**src/rtl/regfile_alu_pipe.sv**
```systemverilog
`default_nettype none
// ============================================================================
//  Module      : regfile_alu_pipe
//  Description : 2-stage pipeline. A register file feeds a registered ALU
//                stage, with a write-back bypass into operand capture.
//  Revision    : 1.0  initial release
// ============================================================================
module regfile_alu_pipe #(
    parameter int WIDTH = 16,
    parameter int AW    = 3
) (
    input  logic             clk,
    input  logic             reset,
    input  logic             in_valid,
    input  logic             wr,
    input  logic             sel,
    input  logic [2:0]       op,
    input  logic [AW-1:0]    rd_addr_a,
    input  logic [AW-1:0]    rd_addr_b,
    input  logic [AW-1:0]    wr_addr,
    input  logic [WIDTH-1:0] d_in,
    output logic [WIDTH-1:0] d_out_a,
    output logic [WIDTH-1:0] d_out_b,
    output logic [WIDTH-1:0] alu_out,
    output logic             cout,
    output logic             zero,
    output logic             out_valid
);

    localparam int         C_DEPTH  = 1 << AW;
    localparam logic [2:0] C_OP_ADD = 3'b000;
    localparam logic [2:0] C_OP_SUB = 3'b001;
    localparam logic [2:0] C_OP_AND = 3'b010;
    localparam logic [2:0] C_OP_OR  = 3'b011;
    localparam logic [2:0] C_OP_XOR = 3'b100;
    localparam logic [2:0] C_OP_NOT = 3'b101;
    localparam logic [2:0] C_OP_SHL = 3'b110;

    logic [WIDTH-1:0] rf_q [C_DEPTH];

    logic [WIDTH-1:0] a_q, a_d, b_q, b_d, din_q, din_d;
    logic [2:0]       op_q, op_d;
    logic [AW-1:0]    waddr_q, waddr_d;
    logic             sel_q, sel_d, wr_q, wr_d, valid_q, valid_d;

    logic [WIDTH:0]   w_sum, w_diff;
    logic [WIDTH-1:0] w_res, w_wdata;
    logic             w_carry, w_we;

    // Stage 2: ALU on the registered operands
    always_comb begin
        w_sum   = {1'b0, a_q} + {1'b0, b_q};
        w_diff  = {1'b0, a_q} - {1'b0, b_q};
        w_res   = '0;
        w_carry = 1'b0;
        case (op_q)
            C_OP_ADD: begin w_res = w_sum[WIDTH-1:0];  w_carry = w_sum[WIDTH];  end
            C_OP_SUB: begin w_res = w_diff[WIDTH-1:0]; w_carry = w_diff[WIDTH]; end
            C_OP_AND: w_res = a_q & b_q;
            C_OP_OR:  w_res = a_q | b_q;
            C_OP_XOR: w_res = a_q ^ b_q;
            C_OP_NOT: w_res = ~a_q;
            C_OP_SHL: begin w_res = {a_q[WIDTH-2:0], 1'b0}; w_carry = a_q[WIDTH-1]; end
            default:  begin w_res = {1'b0, a_q[WIDTH-1:1]}; w_carry = a_q[0];       end
        endcase
    end

    assign w_we    = valid_q & wr_q;
    assign w_wdata = sel_q ? w_res : din_q;

    // Stage 1: capture with bypass of the write retiring on this same edge
    always_comb begin
        a_d     = a_q;
        b_d     = b_q;
        op_d    = op_q;
        sel_d   = sel_q;
        waddr_d = waddr_q;
        din_d   = din_q;
        wr_d    = 1'b0;
        valid_d = in_valid;
        if (in_valid) begin
            a_d     = (w_we && waddr_q == rd_addr_a) ? w_wdata : rf_q[rd_addr_a];
            b_d     = (w_we && waddr_q == rd_addr_b) ? w_wdata : rf_q[rd_addr_b];
            op_d    = op;
            sel_d   = sel;
            wr_d    = wr;
            waddr_d = wr_addr;
            din_d   = d_in;
        end
    end

    always_ff @(posedge clk or negedge reset) begin
        if (!reset) begin
            for (int i = 0; i < C_DEPTH; i++) rf_q[i] <= '0;
            a_q     <= '0;
            b_q     <= '0;
            op_q    <= '0;
            sel_q   <= 1'b0;
            wr_q    <= 1'b0;
            waddr_q <= '0;
            din_q   <= '0;
            valid_q <= 1'b0;
        end else begin
            if (w_we) rf_q[waddr_q] <= w_wdata;
            a_q     <= a_d;
            b_q     <= b_d;
            op_q    <= op_d;
            sel_q   <= sel_d;
            wr_q    <= wr_d;
            waddr_q <= waddr_d;
            din_q   <= din_d;
            valid_q <= valid_d;
        end
    end

    assign d_out_a   = a_q;
    assign d_out_b   = b_q;
    assign alu_out   = w_res;
    assign cout      = w_carry;
    assign zero      = (w_res == '0);
    assign out_valid = valid_q;

endmodule
`default_nettype wire

```
**config.mk**
```make
export PLATFORM = sky130hd
export DESIGN_NAME = regfile_alu_pipe
export DESIGN_NICKNAME = d
export VERILOG_FILES = /design/src/rtl/regfile_alu_pipe.sv
export SDC_FILE = /design/constraint.sdc
export NUM_CORES = 1
export LEC_CHECK = 0
export ABC_AREA = 1
export CAP_MARGIN = 20
export CELL_PAD_IN_SITES_DETAIL_PLACEMENT = 0
export CELL_PAD_IN_SITES_GLOBAL_PLACEMENT = 2
export CORE_MARGIN = 4
export CORE_UTILIZATION = 38
export CTS_BUF_LIST = sky130_fd_sc_hd__clkbuf_2 sky130_fd_sc_hd__clkbuf_4 sky130_fd_sc_hd__clkbuf_8
export DETAILED_ROUTE_END_ITERATION = 8
export MAX_ROUTING_LAYER = met4
export PLACE_DENSITY = 0.95
export SYNTH_ARGS = -nofsm -noshare
export SYNTH_HDL_FRONTEND = slang
export SYNTH_SLANG_ARGS = --single-unit
```
**constraint.sdc**
```tcl
create_clock -name clk -period 6.9 [get_ports clk]
set_input_delay 1.38 -clock clk [delete_from_list [all_inputs] [get_ports clk]]
set_output_delay 1.38 -clock clk [all_outputs]
set_load 0.1 [all_outputs]
```
# ---- After elaboration in Yosys (flattened, before gate mapping)
# Cells that the tools add are included.
dict set report totals {
  ff_bits 185
  latchBits 0
  mem_bits_rw 0
  romBits 0
  output_inout_bits 51
  word_cells 59
  memories 0
}
dict set report classes {
  n_addsub 2
  multipliers 0
  div_mod_pow 0
  magnitude_cmp 4
  eq_ne 8
  shift 0
  muxes 15
  bitwise 8
  n_reduce_logical 6
}
# operator n
set ops {}
lappend ops {{128-bit bitwise mux} 1}
lappend ops {{16-bit 2-to-1 mux} 8}
lappend ops {{16-bit case mux with 7 select lines} 1}
lappend ops {{16-bit binary-select mux with 3-bit select} 2}
lappend ops {{16-bit demux with 3-bit select} 1}
lappend ops {{16-bit by 16-bit adder with 17-bit output} 1}
lappend ops {{16-bit by 16-bit subtractor with 17-bit output} 1}
lappend ops {{16-bit bitwise AND} 1}
lappend ops {{16-bit zero test} 1}
lappend ops {{16-bit inverter} 1}
lappend ops {{16-bit OR} 1}
lappend ops {{16-bit bitwise XOR} 1}
lappend ops {{4-bit >= comparator, second input constant} 3}
lappend ops {{3-bit inverter with 4-bit output} 3}
lappend ops {{3-bit == test, second input constant} 3}
lappend ops {{3-bit by 2-bit == test with 1-bit output, second input constant} 2}
lappend ops {{3-bit == test} 2}
lappend ops {{4-bit by 1-bit less-than comparator with 1-bit output, second input constant} 1}
lappend ops {{1-bit case mux with 4 select lines} 1}
lappend ops {{4-bit OR reduction} 1}
lappend ops {{3-bit by 1-bit == test with 1-bit output, second input constant} 1}
lappend ops {{1-bit logical AND} 3}
lappend ops {{3-bit zero test} 1}
lappend ops {{1-bit bitwise AND} 1}
lappend ops {{1-bit 2-to-1 mux} 1}

# ---- Logic depth before layout (Yosys ltp)
dict set report logic_depth {
  word_depth 6
  mapped_depth 18
  mapped_depth_nobuf 18
}

# ---- Worst setup path before layout
# No wires, ideal clock.
dict set report synth_timing {
  path_kind {register -> output}
  startpoint {register a_q[1], in the netlist d_out_a[1]}
  endpoint {output port zero}
  arrival_ns 5.019
  required_time_ns 5.520
  path_slack_ns 0.501
  stages_incl_launch_ff 16
  path_buffers 0
  path_cell_list {dfrtp_1 -> inv_1 -> fa_1 -> inv_1 -> nand3_1 -> nand2_1 -> nand2_1 -> nand2_2 -> nand2_1 -> nand2_1 -> nand2_1 -> nand3_1 -> nand4_1 -> nor2_1 -> nand2_1 -> nor2_1}
}
dict set report synth_via {
  elab_chain_cells 3
  elab_cells_between_ends 8
  cone_classes {add/sub: 2; mux: 1; bitwise: 4; reduce/logical: 1}
}
# item line
set synth_rtl {}
lappend synth_rtl {{start: declaration} 41} ;# logic [WIDTH-1:0] a_q, a_d, b_q, b_d, din_q, din_d;
lappend synth_rtl {{start signal: assignment} 95} ;# a_q <= '0;
lappend synth_rtl {{start signal: assignment} 105} ;# a_q <= a_d;
lappend synth_rtl {{16-bit by 16-bit subtractor with 17-bit output / 16-bit by 16-bit adder with 17-bit output (equally long branches)} {53, 52}}
lappend synth_rtl {{16-bit case mux with 7 select lines (*)} 56} ;# case (op_q)
lappend synth_rtl {{via alu_out[14]} 24} ;# output logic [WIDTH-1:0] alu_out,
lappend synth_rtl {{16-bit zero test (*)} 120} ;# assign zero = (w_res == '0);
lappend synth_rtl {{end: declaration} 26} ;# output logic zero,
# Mark *: on every way through the listed nets, which the timed path passes. The rest lies on a longest branch.

# ---- Worst setup path after layout
dict set report layout_timing {
  startpoint {register a_q[4], in the netlist d_out_a[4]}
  endpoint {output port zero}
}
dict set report layout_via {
  elab_chain_cells 3
  elab_cells_between_ends 8
  cone_classes {add/sub: 2; mux: 1; bitwise: 4; reduce/logical: 1}
}
# item line
set layout_rtl {}
lappend layout_rtl {{16-bit by 16-bit subtractor with 17-bit output (tied with other cells)} 53} ;# w_diff = {1'b0, a_q} - {1'b0, b_q};
lappend layout_rtl {{16-bit case mux with 7 select lines (*)} 56}
lappend layout_rtl {{16-bit zero test (*)} 120}
# Mark *: on every way between the ends. The rest lies on a longest branch, timed or not.

==> flow_summary.yaml <==
placement:
  portBuffers: 83
  post-place-ws_ns: 1.471
  place_area_mm2: 0.01405
  gp_congestion: 0.9494
  dpl.hpwl_mm: 33.11
critical_path:
  worstPathCellList: "inv_1 > ha_1 > inv_1 > a21oi_1 > nand3_2 > nand2_1 > nand3_1 > nand2_1 > nand3_1 > o21ai_2 > nand3_1 > nor2_1 > nand3_1 > nor2_1 > clkdlybuf4s50_1"
  path_class: "reg2out"
  cp_slowest_cell: "clkdlybuf4s50_1"
  required_ns: 5.52
  reg2reg_to: "d_out_a[11]"
  worst-r2r-cell-count: 5
  reg2reg_slack_ns: 3.82
  cp.arrival_ns: 4.58
  max_stage_delay_ns: 1.13
  worst_path_most_repeated_cell: "nand3_1"
  critPathLaunch: "d_out_a[4]"
  rr_startpoint: "sel_q"
  crit_fanout: 9
  endpoint_kind: "output pin"
  cp-start-kind: "flip-flop"
logic_synthesis:
  synth_top_area_share_pct: 35.60
  netlist_area_mm2: 0.01300
  synth_edf_count: 0
  syn_nets: 1943
  yosys_register_bits: 185
  avgSynthCellArea_um2: 7.006
  synth_async_sr_flop_share_pct: 100.0
  yosys_warnings: 0
  synth.distinct_cells: 56
  syn-instance-count: 1856
  synth.area.top_cells: "dfrtp_1 36%, nand2_1 13%, o21ai_0 9.3%"
  ys_seq_area_share_pct: 35.60
  ys.flop_type: "dfrtp_1"
  synth.largest_area_cell: "dfrtp_1"
timing:
  slew_headroom_pct: 23.87
  whs_ns: 0.4817
  rsz0062_at_grt: "no"
  skew_ns: 0.01845
  tightest_slew_ns: 1.135
  hold_viol_final: 0
  final_max_slew_viol_count: 0
  period_minus_slack_ns: 5.960
  fin_tns_setup_ns: 0
  fmax_ghz: 0.1678
  period_share_pct: 86.37
  setup_viol: 0
  setup_slack_ns: 0.9404
clocking:
  cts_resized: 0
  clock-sinks: 185
  post_cts_buffers: 0
  cts_max_level: 4
  clockRootBuffer: "clkbuf_8"
  cts_buffer_depth: 2
  cts_buffers: 17
  cts.clk_slew.worst_paths_ns: 0.10
  cts_tree: "done"
  clk_latency_ns: 0.48
  postCtsHoldBufs: 0
detailed_routing:
  drc: 0
  wl_per_cell_um: 20.15
  vias: 12910
  routed_wl_mm: 47.18
  drtIter0Drc: 1292
  drtAntennaViolNets: 0
  drtPass1Iterations: 6
  vias_per_cell: 5.514
grt:
  grt_overflow: 0
  grt_use_total_pct: 26.26
  grt_max_degree: 79
  first_global_vias: 12450
  antenna_found_initial: 0
  grt_first_pass_wirelength_mm: 73.42
outcome:
  status: "finished clean"
min_path:
  min_path_cells: 2
  min_to: "din_q[12]"
  worstHoldPathType: "reg2reg"
  min-delay-start: "din_q[12]"
floorplan:
  die_w_um: 193.0
  pin_count: 84
  fp.dieH_um: 193.0
  rows: 67
  dieArea_mm2: 0.03724
  coreArea_mm2: 0.03362
  start_util_pct: 38.68
finish:
  final_common_cell: "nand2_1"
  num_antenna_cells: 0
  stdcell_area_mm2: 0.01444
  drive_gt1_share_pct: 8.294
  fill_cells: 3578
  nNetsFinal: 1967
  syn2layout_area_growth_pct: 11.05
  layout_common_cells: "458 x nand2_1, 241 x o21ai_0, 195 x nor2_1"
power_and_ir_drop:
  peakVddDrop_mv: 0.1381
  leakagePower_nw: 6.753
  power_density_mw_per_mm2: 296.4
  total_power_mw: 4.280
flow_run:
  cap_violations: 0
[synthesized netlist by cell type, drive strengths merged (3+ instances only)]
cell	instances
a21oi	93
nor3	8
a22oi	3
nand4	9
o221ai	17
a31oi	34
nand2	475
o21ai	283
ha	52
buf	38
nor4	4
nor2	207
a32o	3
clkbuf	62
dfrtp	185
nand3	117
o21bai	7
clkinv	5
o211ai	10
inv	191
o22ai	31
[layer usage]
| layer | part of all wire [%] | vias up | global-route usage [%] |
|---|---|---|---|
| li1 | - | 6171 | - |
| met1 | 44 | 6197 | 34.89 |
| met2 | 47 | 447 | 42.35 |
| met3 | 6.1 | 93 | 2.881 |
| met4 | 3.0 | 0 | 8.524 |
| met5 | 0 | - | - |
[registers in the layout, summed over array words and instances, names as in the netlist]
register   flops
waddr_q        3
d_out_b       16
op_q           3
din_q         16
out_valid      1
wr_q           1
d_out_a       16
rf_q         128
sel_q          1
[cells by family (layout without fill, tap and decap cells)]
logic type | Yosys count | after routing | synth area share (%)
and+or+nand+nor | 827 | 827 | 27.65
AOI/OAI and AO/OA | 492 | 492 | 21.64
buffers and inverters | 296 | 333 | 9.660
DFF | 185 | 185 | 35.60
adders and majority gates | 54 | 54 | 5.311
xor gates and xnor gates | 2 | 2 | 0.1347
[critical path, delay by kind of cell, from the launching register on]
kind	cells	cell delay [ns]
compound gates	2	0.42
flops	1	0.54
fa+ha+maj	1	0.49
buf+inv	3	1.45
simple gates	9	1.19
[worst max path at each step]
stage / to / slack, ns
final: zero / 0.94
after global routing: zero / 0.67
after CTS: zero / 0.92
after detailed placement: zero / 1.47
after global placement: zero / 1.44
after floorplan: zero / 0.50
[power breakdown]
group,total [mW],switching [mW],internal (mW)
sequential,1.56,0.218,1.34
combinational,1.98,1.42,0.560
clock,0.744,0.430,0.315
[metrics by stage]
stage                     util, %  instances
after floorplan                 -       1856
after global placement      41.78       2309
after detailed placement    41.78       2309
after CTS                   42.96       2341
after global routing        42.96       2341
final                       42.96       2341
[final cells by class]
cell class	count	area [um2]	area share (%)
Timing Repair Buffer	105	984.7	6.819
Tap cell	448	560.5	3.882
Clock inverter	13	132.6	0.9185
Multi-Input combinational cell	1375	7118	49.29
Sequential cell	185	4629	32.06
Inverter	196	753.2	5.216
Clock buffer	19	261.5	1.811
Note: power is estimated with default switching activity, not from simulation.
